--- src/rtl/mult16_seq.sv ---
`default_nettype none
// ============================================================================
// Module      : mult16_seq (with helper fulladder_16bit)
// Description : Sequential 16x16 unsigned shift-and-add multiplier. A single
//               16-bit ripple-carry adder is reused for 16 steps. Each step
//               adds the multiplicand into the high partial product when the
//               current multiplier LSB is set. It then shifts {C,S,Q} right by
//               one bit.
//               Valid/ready handshakes are used on both the input and output
//               sides.
// Ports       : clk        rising-edge clock
//               rst_n      asynchronous active-low reset
//               in_valid   operands present
//               in_ready   block can accept operands (IDLE only)
//               a, b       16-bit unsigned multiplicand / multiplier
//               out_valid  product available (DONE only)
//               out_ready  consumer takes product
//               product    32-bit unsigned a*b, meaningful while out_valid=1
// Option      : MULT16_ZERO_SKIP_EN - a zero operand on the accept edge goes
//               straight to DONE with a zero product. This gives a latency of
//               1 edge instead of 16.
// Revision    : 1.0 - initial release
// ============================================================================

module fulladder_16bit (
    input  logic [15:0] a,
    input  logic [15:0] b,
    input  logic        cin,
    output logic [15:0] sum,
    output logic        cout
);
    logic [16:0] w_carry;

    assign w_carry[0] = cin;

    genvar gi;
    generate
        for (gi = 0; gi < 16; gi++) begin : g_bit
            assign sum[gi]         = a[gi] ^ b[gi] ^ w_carry[gi];
            assign w_carry[gi + 1] = (a[gi] & b[gi]) | (w_carry[gi] & (a[gi] ^ b[gi]));
        end
    endgenerate

    assign cout = w_carry[16];
endmodule

module mult16_seq (
    input  logic        clk,
    input  logic        rst_n,
    input  logic        in_valid,
    output logic        in_ready,
    input  logic [15:0] a,
    input  logic [15:0] b,
    output logic        out_valid,
    input  logic        out_ready,
    output logic [31:0] product
);
    typedef enum logic [1:0] {
        IDLE = 2'd0,
        RUN  = 2'd1,
        DONE = 2'd2
    } state_t;

    state_t      r_state;
    state_t      w_state_nxt;
    logic [15:0] r_a;
    logic [15:0] r_p;
    logic [15:0] r_q;
    logic [4:0]  r_cnt;

    logic [15:0] w_addend;
    logic [15:0] w_sum;
    logic        w_cout;
    logic        w_accept;
    logic        w_zero;

    // Multiplier LSB gates whether the multiplicand is added this step.
    assign w_addend = r_q[0] ? r_a : 16'h0000;

    fulladder_16bit u_adder (
        .a    (r_p),
        .b    (w_addend),
        .cin  (1'b0),
        .sum  (w_sum),
        .cout (w_cout)
    );

    assign w_accept = in_valid && in_ready;

`ifdef MULT16_ZERO_SKIP_EN
    assign w_zero = (a == 16'h0000) || (b == 16'h0000);
`else
    assign w_zero = 1'b0;
`endif

    // Next-state and handshake outputs
    always_comb begin
        w_state_nxt = r_state;
        in_ready    = 1'b0;
        out_valid   = 1'b0;
        case (r_state)
            IDLE: begin
                in_ready = 1'b1;
                if (in_valid) begin
                    w_state_nxt = w_zero ? DONE : RUN;
                end
            end
            RUN: begin
                if (r_cnt == 5'd15) begin
                    w_state_nxt = DONE;
                end
            end
            DONE: begin
                out_valid = 1'b1;
                if (out_ready) begin
                    w_state_nxt = IDLE;
                end
            end
            default: w_state_nxt = IDLE;
        endcase
    end

    always_ff @(posedge clk or negedge rst_n) begin
        if (!rst_n) begin
            r_state <= IDLE;
        end else begin
            r_state <= w_state_nxt;
        end
    end

    // Datapath registers
    always_ff @(posedge clk or negedge rst_n) begin
        if (!rst_n) begin
            r_a   <= 16'h0000;
            r_p   <= 16'h0000;
            r_q   <= 16'h0000;
            r_cnt <= 5'd0;
        end else begin
            case (r_state)
                IDLE: begin
                    if (w_accept) begin
                        r_a   <= a;
                        r_p   <= 16'h0000;
                        // A skipped operation leaves Q cleared so that the
                        // product reads zero in DONE.
                        r_q   <= w_zero ? 16'h0000 : b;
                        r_cnt <= 5'd0;
                    end
                end
                RUN: begin
                    // Right shift of the 33-bit {C,S,Q}. Q[0] is consumed
                    // and the carry-out enters the top of P.
                    {r_p, r_q} <= {w_cout, w_sum, r_q[15:1]};
                    r_cnt      <= r_cnt + 5'd1;
                end
                default: ;
            endcase
        end
    end

    assign product = {r_p, r_q};

endmodule
`default_nettype wire

--- config.mk ---
export PLATFORM = sky130hd
export DESIGN_NAME = mult16_seq
export DESIGN_NICKNAME = d
export VERILOG_FILES = /design/src/rtl/mult16_seq.sv
export SDC_FILE = /design/constraint.sdc
export NUM_CORES = 1
export LEC_CHECK = 0
export ABC_AREA = 1
export BUFFER_PORTS_ARGS = -buffer_cell sky130_fd_sc_hd__buf_2
export CAP_MARGIN = 15
export CELL_PAD_IN_SITES_DETAIL_PLACEMENT = 1
export CELL_PAD_IN_SITES_GLOBAL_PLACEMENT = 2
export CORE_MARGIN = 1
export CORE_UTILIZATION = 33
export CTS_CLUSTER_SIZE = 28
export DETAILED_ROUTE_END_ITERATION = 8
export GPL_TIMING_DRIVEN = 0
export PLACE_DENSITY = 0.84
export SLEW_MARGIN = 25
export SYNTH_ARGS = -nofsm -noshare
export SYNTH_HDL_FRONTEND = slang
export SYNTH_SLANG_ARGS = --single-unit
--- constraint.sdc ---
create_clock -name clk -period 17.5 [get_ports clk]
set_input_delay 3.5 -clock clk [delete_from_list [all_inputs] [get_ports clk]]
set_output_delay 3.5 -clock clk [all_outputs]
set_load 0.005 [all_outputs]
==> out/qor.csv, run 1 <==
stage,metric,value,unit
timing,final setup fails,0,
synth,Syn Nets,388,
floorplan,num ports,70,
final_layout,Final nets,463,
grt,first-pass GRT wire length,11.9,mm
final_layout,Finished Layout Cells,515,
power,maximum VDD drop,0.0556,mV
timing,fin crit period,7280,ps
placed_design,port bufs,68,
detailed_routing,total detailed-routing wirelength,7.10,mm
placed_design,DP HPWL,5.37,mm
power,overall power,0.565,mW
timing,worst rel slew slack,0.513,
floorplan,die height,95.0,um
clock_network,clk root buf,clkbuf_8,
timing,RSZ-0062 raised after global routing,false,
detailed_routing,routed vias/inst,4.63,
synth,"area leader, netlist",dfrtp_1,
timing,"Hold Violations, Final",0,
detailed_routing,First-pass DRT Iterations,4,
synth,"Seq/Total Area, Yosys",0.482,
timing,final period utilization,0.416,
detailed_routing,Routed Antenna Nets,0,
synth,Syn Inst Count,334,
critical_path,required time worst endpoint,17680,ps
synth,synth unique cells,20,
synth,"top cells by area, synth","dfrtp_1 (48%), nand2_1 (21%), fa_1 (11%)",
clock_network,cts repair resizes,0,
detailed_routing,Vias,2386,
final_layout,antenna cells,0,
final_layout,Syn-to-layout area delta,19.5,%
synth,#FFs+latches synth,55,
timing,Highest Clock Rate,137,MHz
grt,initial antenna violation count,0,
detailed_routing,wire per inst,13.8,um
floorplan,Die Wd,95.0,um
clock_network,TritonCTS Sinks,55,
synth,Mapped Area,2860,um2
critical_path,crit path DAT,7460,ps
floorplan,initial cell density of the core,0.344,
grt,largest net degree at the start of global routing,56,
clock_network,CTS tree,built,
timing,clock skew,12.9,ps
placed_design,routability congestion estimate,0.747,
synth,Mean Syn Cell Area,8.55,um2
final_layout,share of layout cells above drive strength 1,0.224,
floorplan,full die area,9030,um2
clock_network,# hold bufs at CTS,0,
placed_design,placed cells,507,
final_layout,Finished Cell Area,3410,um2
clock_network,CTS max path bufs,2,
detailed_routing,Detailed Route Iter0 Violations,83,
job,Max Cap Violations,0,
grt,vias in the first global route,2497,
critical_path,Setup crit start kind,flip-flop,
power,power per cell area,166,nW/um2
floorplan,Core Region,8300,um2
critical_path,Crit Path Class,flip-flop to flip-flop,
critical_path,reg2reg setup slack,10220,ps
timing,Slew @ Worst Pin,731,ps
timing,Max Transition Viols Final,0,
floorplan,row count,33,
synth,share of the synthesized area in the top cell type,0.482,
worst_hold_path,HP Class,flip-flop to flip-flop,
clock_network,H-tree depth,2,
status,status,"complete, no violations",
synth,Yosys warnings,0,
clock_network,Post-CTS Setup Bufs,0,
grt,GRT Total Usage,0.174,
power,leakage power,1.80,nW
clock_network,Num CTS Buffers,5,
critical_path,kind of end point of the critical path,flip-flop,
clock_network,worst skew pair latency,310,ps
clock_network,clock-pin transition on the worst setup and hold timing paths,100,ps
timing,Final TNS setup,0,ps
placed_design,placed inst area,3330,um2
critical_path,CP max FO,10,
grt,Congestion Overflow GR,0,
detailed_routing,Residual DRC,0,
[logic make-up after synthesis]
group / share of synthesized area
and+or+nand+nor: 0.284
adders and majority gates: 0.118
DFF: 0.482
buffers and inverters: 0.0741
AOI/OAI and AO/OA: 0.0416
[state kept, by name (all words and copies together), names as in the netlist]
register	flops
r_p	16
r_a	16
r_state	2
r_cnt	5
r_q	16
[layer usage]
| metal | track usage | wire length (um) | vias to the layer above | share of wire |
|---|---|---|---|---|
| met4 | 0.0379 | 51 | 0 | 0.0072 |
| met3 | 0.0303 | 221 | 4 | 0.031 |
| met2 | 0.303 | 3530 | 46 | 0.50 |
| met1 | 0.225 | 3300 | 1159 | 0.46 |
| li1 | - | - | 1177 | - |
| met5 | 0 | 0 | - | 0 |
[power by group]
part / internal, mW / switching, mW
Sequential: 0.186 / 0.0436
Combinational: 0.107 / 0.158
Clock: 0.0283 / 0.0418
[cell type report]
class	instances	area, um2
Clock buffer	7	76.3
Sequential cell	55	1380
Timing Repair Buffer	68	343
Multi-Input combinational cell	238	1270
Clock inverter	1	5.00
Inverter	24	95.1
Buffer	17	116
Tap cell	105	131
Fill cell	1053	4890
[worst max-delay path, stage by stage, from the launching register on]
cell	delay, ps
dfrtp_1	360
clkbuf_1	340
clkbuf_1	380
nand2_1	150
fa_1	430
fa_1	410
fa_1	400
fa_1	390
fa_1	400
fa_1	410
fa_1	410
fa_1	400
fa_1	420
fa_1	410
fa_1	400
fa_1	380
inv_1	80
fa_1	190
fa_1	180
inv_1	60
fa_1	490
o21ai_1	70
[metrics by stage]
step	hold slack (ps)	util	setup slack, ps
after floorplan	442	-	10910
after global placement	456	0.401	10300
after detailed placement	462	0.401	10160
after CTS	485	0.411	10120
after global routing	506	0.411	9880
final	480	0.411	10220
[Yosys cell counts]
| cell type | instances |
|---|---|
| buf_2 | 6 |
| nor2_8 | 1 |
| nand2_2 | 1 |
| o31ai_1 | 1 |
| buf_4 | 2 |
| nor2_1 | 3 |
| o21ai_0 | 16 |
| dfrtp_1 | 55 |
| nand2_1 | 159 |
| nand3_1 | 34 |
| nand4_1 | 1 |
| inv_2 | 1 |
| ha_1 | 3 |
| o21ai_1 | 3 |
| inv_1 | 22 |
| inv_6 | 1 |
| fa_1 | 15 |
| o21ai_4 | 1 |
| buf_6 | 5 |
| clkbuf_1 | 4 |
[path summary, 6_finish.rpt]
path                                 to  cells past startpoint    from
worst max-delay path            r_p[14]                     21  r_q[0]
worst min register to register   r_a[5]                      2  r_a[5]
max in group asynchronous       r_q[15]                      1   rst_n
worst min-delay path             r_a[5]                      2  r_a[5]
worst max register to register  r_p[14]                     21  r_q[0]
min in group asynchronous        r_p[8]                      1   rst_n
[cell usage in the layout, fill, tap and decap left out, drive strengths merged]
master	instances
o31ai	1
inv	24
nand4	1
fa	15
dfrtp	55
clkinv	1
buf	81
o21ai	20
nand2	160
clkbuf	11
nor2	4
ha	3
nand3	34
(Power assumes the default switching activity.)
==> run 2: changes to the inputs <==
CORE_UTILIZATION = 28   (was 33)
PLACE_DENSITY = 0.76   (was 0.84)
clock period = 6 ns   (was 17.5 ns; I/O delays follow)
==> out/qor.csv, run 2 (synthesis results as in run 1) <==
stage,metric,value,unit,change
worst_hold_path,HP Class,flip-flop to flip-flop,,unchanged
critical_path,CP max FO,3,,was 10
grt,Congestion Overflow GR,0,,unchanged
grt,vias in the first global route,2451,,was 2497
timing,Highest Clock Rate,162,MHz,was 137 MHz
placed_design,port bufs,68,,unchanged
power,leakage power,1.86,nW,was 1.80 nW
floorplan,die height,103,um,was 95.0 um
critical_path,crit path DAT,6350,ps,was 7460 ps
clock_network,TritonCTS Sinks,55,,unchanged
detailed_routing,wire per inst,13.5,um,was 13.8 um
final_layout,antenna cells,0,,unchanged
final_layout,share of layout cells above drive strength 1,0.293,,was 0.224
timing,fin crit period,6160,ps,was 7280 ps
final_layout,Final nets,467,,was 463
timing,worst rel slew slack,0.515,,was 0.513
timing,Max Transition Viols Final,0,,unchanged
critical_path,required time worst endpoint,6190,ps,was 17680 ps
status,status,"complete, but fails checks",,"was complete, no violations"
clock_network,# hold bufs at CTS,0,,unchanged
status,failing checks,setup timing,,
clock_network,H-tree depth,2,,unchanged
final_layout,"commonest non-fill, non-tap cell in the layout",nand2_1,,unchanged
detailed_routing,Detailed Route Iter0 Violations,77,,was 83
power,maximum VDD drop,0.136,mV,was 0.0556 mV
grt,initial antenna violation count,0,,unchanged
final_layout,final core utilization,0.366,,was 0.411
timing,final period utilization,1.03,,was 0.416
clock_network,clk root buf,clkbuf_8,,unchanged
final_layout,Top Registers,"r_a (16), r_p (16), r_q (16)",,unchanged
placed_design,routability congestion estimate,0.687,,was 0.747
clock_network,worst skew pair latency,310,ps,about the same
grt,first-pass GRT wire length,12.3,mm,was 11.9 mm
critical_path,crit path from,r_q[0],,unchanged
timing,"Hold Violations, Final",0,,unchanged
clock_network,CTS max path bufs,2,,unchanged
final_layout,area occupied by multi-input gates,1330,um2,was 1270 um2
floorplan,initial cell density of the core,0.291,,was 0.344
detailed_routing,Routed Antenna Nets,0,,unchanged
floorplan,Die Wd,103,um,was 95.0 um
critical_path,Setup crit start kind,flip-flop,,unchanged
detailed_routing,Vias,2424,,was 2386
floorplan,row count,36,,was 33
timing,post-route setup slack,-161,ps,was 10220 ps
critical_path,Crit Path Class,flip-flop to flip-flop,,unchanged
power,overall power,1.75,mW,was 0.565 mW
placed_design,DP HPWL,5.35,mm,was 5.37 mm
floorplan,num ports,70,,unchanged
clock_network,clock-pin transition on the worst setup and hold timing paths,100,ps,about the same
detailed_routing,total detailed-routing wirelength,7.36,mm,was 7.10 mm
timing,Slew @ Worst Pin,728,ps,was 731 ps
timing,clock skew,11.9,ps,was 12.9 ps
clock_network,CTS tree,built,,unchanged
clock_network,Num CTS Buffers,5,,unchanged
detailed_routing,Residual DRC,0,,unchanged
critical_path,worst r2r src,r_q[0],,unchanged
floorplan,full die area,10600,um2,was 9030 um2
timing,final setup fails,1,,was 0
detailed_routing,First-pass DRT Iterations,4,,unchanged
power,power per cell area,488,nW/um2,was 166 nW/um2
final_layout,"commonest non-fill, non-tap cells in the layout","nand2_1 (157), buf_2 (73), dfrtp_1 (55)",,"was nand2_1 (159), buf_2 (73), dfrtp_1 (55)"
final_layout,fillers,1254,,was 1053
floorplan,Core Region,9820,um2,was 8300 um2
final_layout,Syn-to-layout area delta,25.9,%,was 19.5%
grt,largest net degree at the start of global routing,56,,unchanged
grt,GRT Total Usage,0.152,,was 0.174
worst_hold_path,hold_sp,r_a[2],,was r_a[5]
timing,RSZ-0062 raised after global routing,true,,was false
final_layout,register area,1380,um2,unchanged
job,Max Cap Violations,0,,unchanged
critical_path,kind of end point of the critical path,flip-flop,,unchanged
detailed_routing,routed vias/inst,4.44,,was 4.63
-- run 2: cell count changes in the layout (fill, tap and decap cells not counted), sizes merged --
cell and change:
clkbuf -2, bufinv +1, buf +5, clkinv -1
-- run 2: what timing repair did --
| item | 4_1_cts | 5_1_grt |
|---|---|---|
| gates resized for setup | 7 | 12 |
| pin swaps | 1 | 2 |
| endpoints found under the setup margin | 3 | 3 |
| buffers inserted | 4 | 0 |
-- run 2: path summary, 6_finish.rpt --
kind / slack, ps / endpoint / cells after the start
min in group asynchronous: 930 / r_q[9] / 1
worst min-delay path: 480 / r_a[2] / 2
worst min register to register: 480 / r_a[2] / 2
worst max-delay path: -160 / r_p[14] / 23
max in group asynchronous: 4580 / r_cnt[2] / 1
worst max register to register: -160 / r_p[14] / 23
-- run 2: routing by layer --
metal	vias to the layer above	track usage	share of wire	routed length (um)
met2	48	0.250	0.48	3520
met4	0	0.0423	0.011	78
met1	1177	0.208	0.48	3510
li1	1191	-	-	-
met3	8	0.0231	0.035	257
met5	-	0	0	0
-- run 2: per-stage QoR --
| stage | instance area [um2] | hold slack [ps] | std cells | setup TNS [ps] | setup slack, ps |
|---|---|---|---|---|---|
| after floorplan | 2900 | 442 | 334 | 0 | 13.5 |
| after global placement | 3400 | 455 | 535 | -542 | -294 |
| after detailed placement | 3410 | 461 | 535 | -646 | -319 |
| after CTS | 3560 | 485 | 546 | -206 | -168 |
| after global routing | 3590 | 508 | 546 | -508 | -321 |
| final | 3590 | 477 | 546 | -161 | -161 |
-- run 2: worst max-delay path, cell delays in order (launching register included) --
cell and delay (ps):
dfrtp_1 410, buf_8 140, nand2_4 50, inv_2 60, ha_4 120, inv_2 30
fa_2 330, fa_2 340, fa_2 350, fa_2 350, fa_2 350, fa_2 360
fa_2 350, fa_2 350, fa_2 360, fa_2 360, fa_2 350, fa_2 340
inv_2 70, fa_2 190, fa_2 190, inv_2 40, fa_2 510, o21ai_1 60
-- run 2: where the power goes --
part / total (mW) / internal (mW) / leakage, nW / switching, mW
clock: 0.246 / 0.123 / 0.0513 / 0.123
sequential: 0.672 / 0.544 / 0.692 / 0.128
combinational: 0.835 / 0.355 / 1.11 / 0.480
total: 1.75 / 1.02 / 1.86 / 0.731
-- run 2: layout make-up --
cell class / count / share of cell area
Clock inverter: 1 / 0.00836
Inverter: 24 / 0.0265
Multi-Input combinational cell: 238 / 0.370
Clock buffer: 6 / 0.0202
Buffer: 17 / 0.0414
Tap cell: 133 / 0.0463
Sequential cell: 55 / 0.383
Timing Repair Buffer: 72 / 0.104
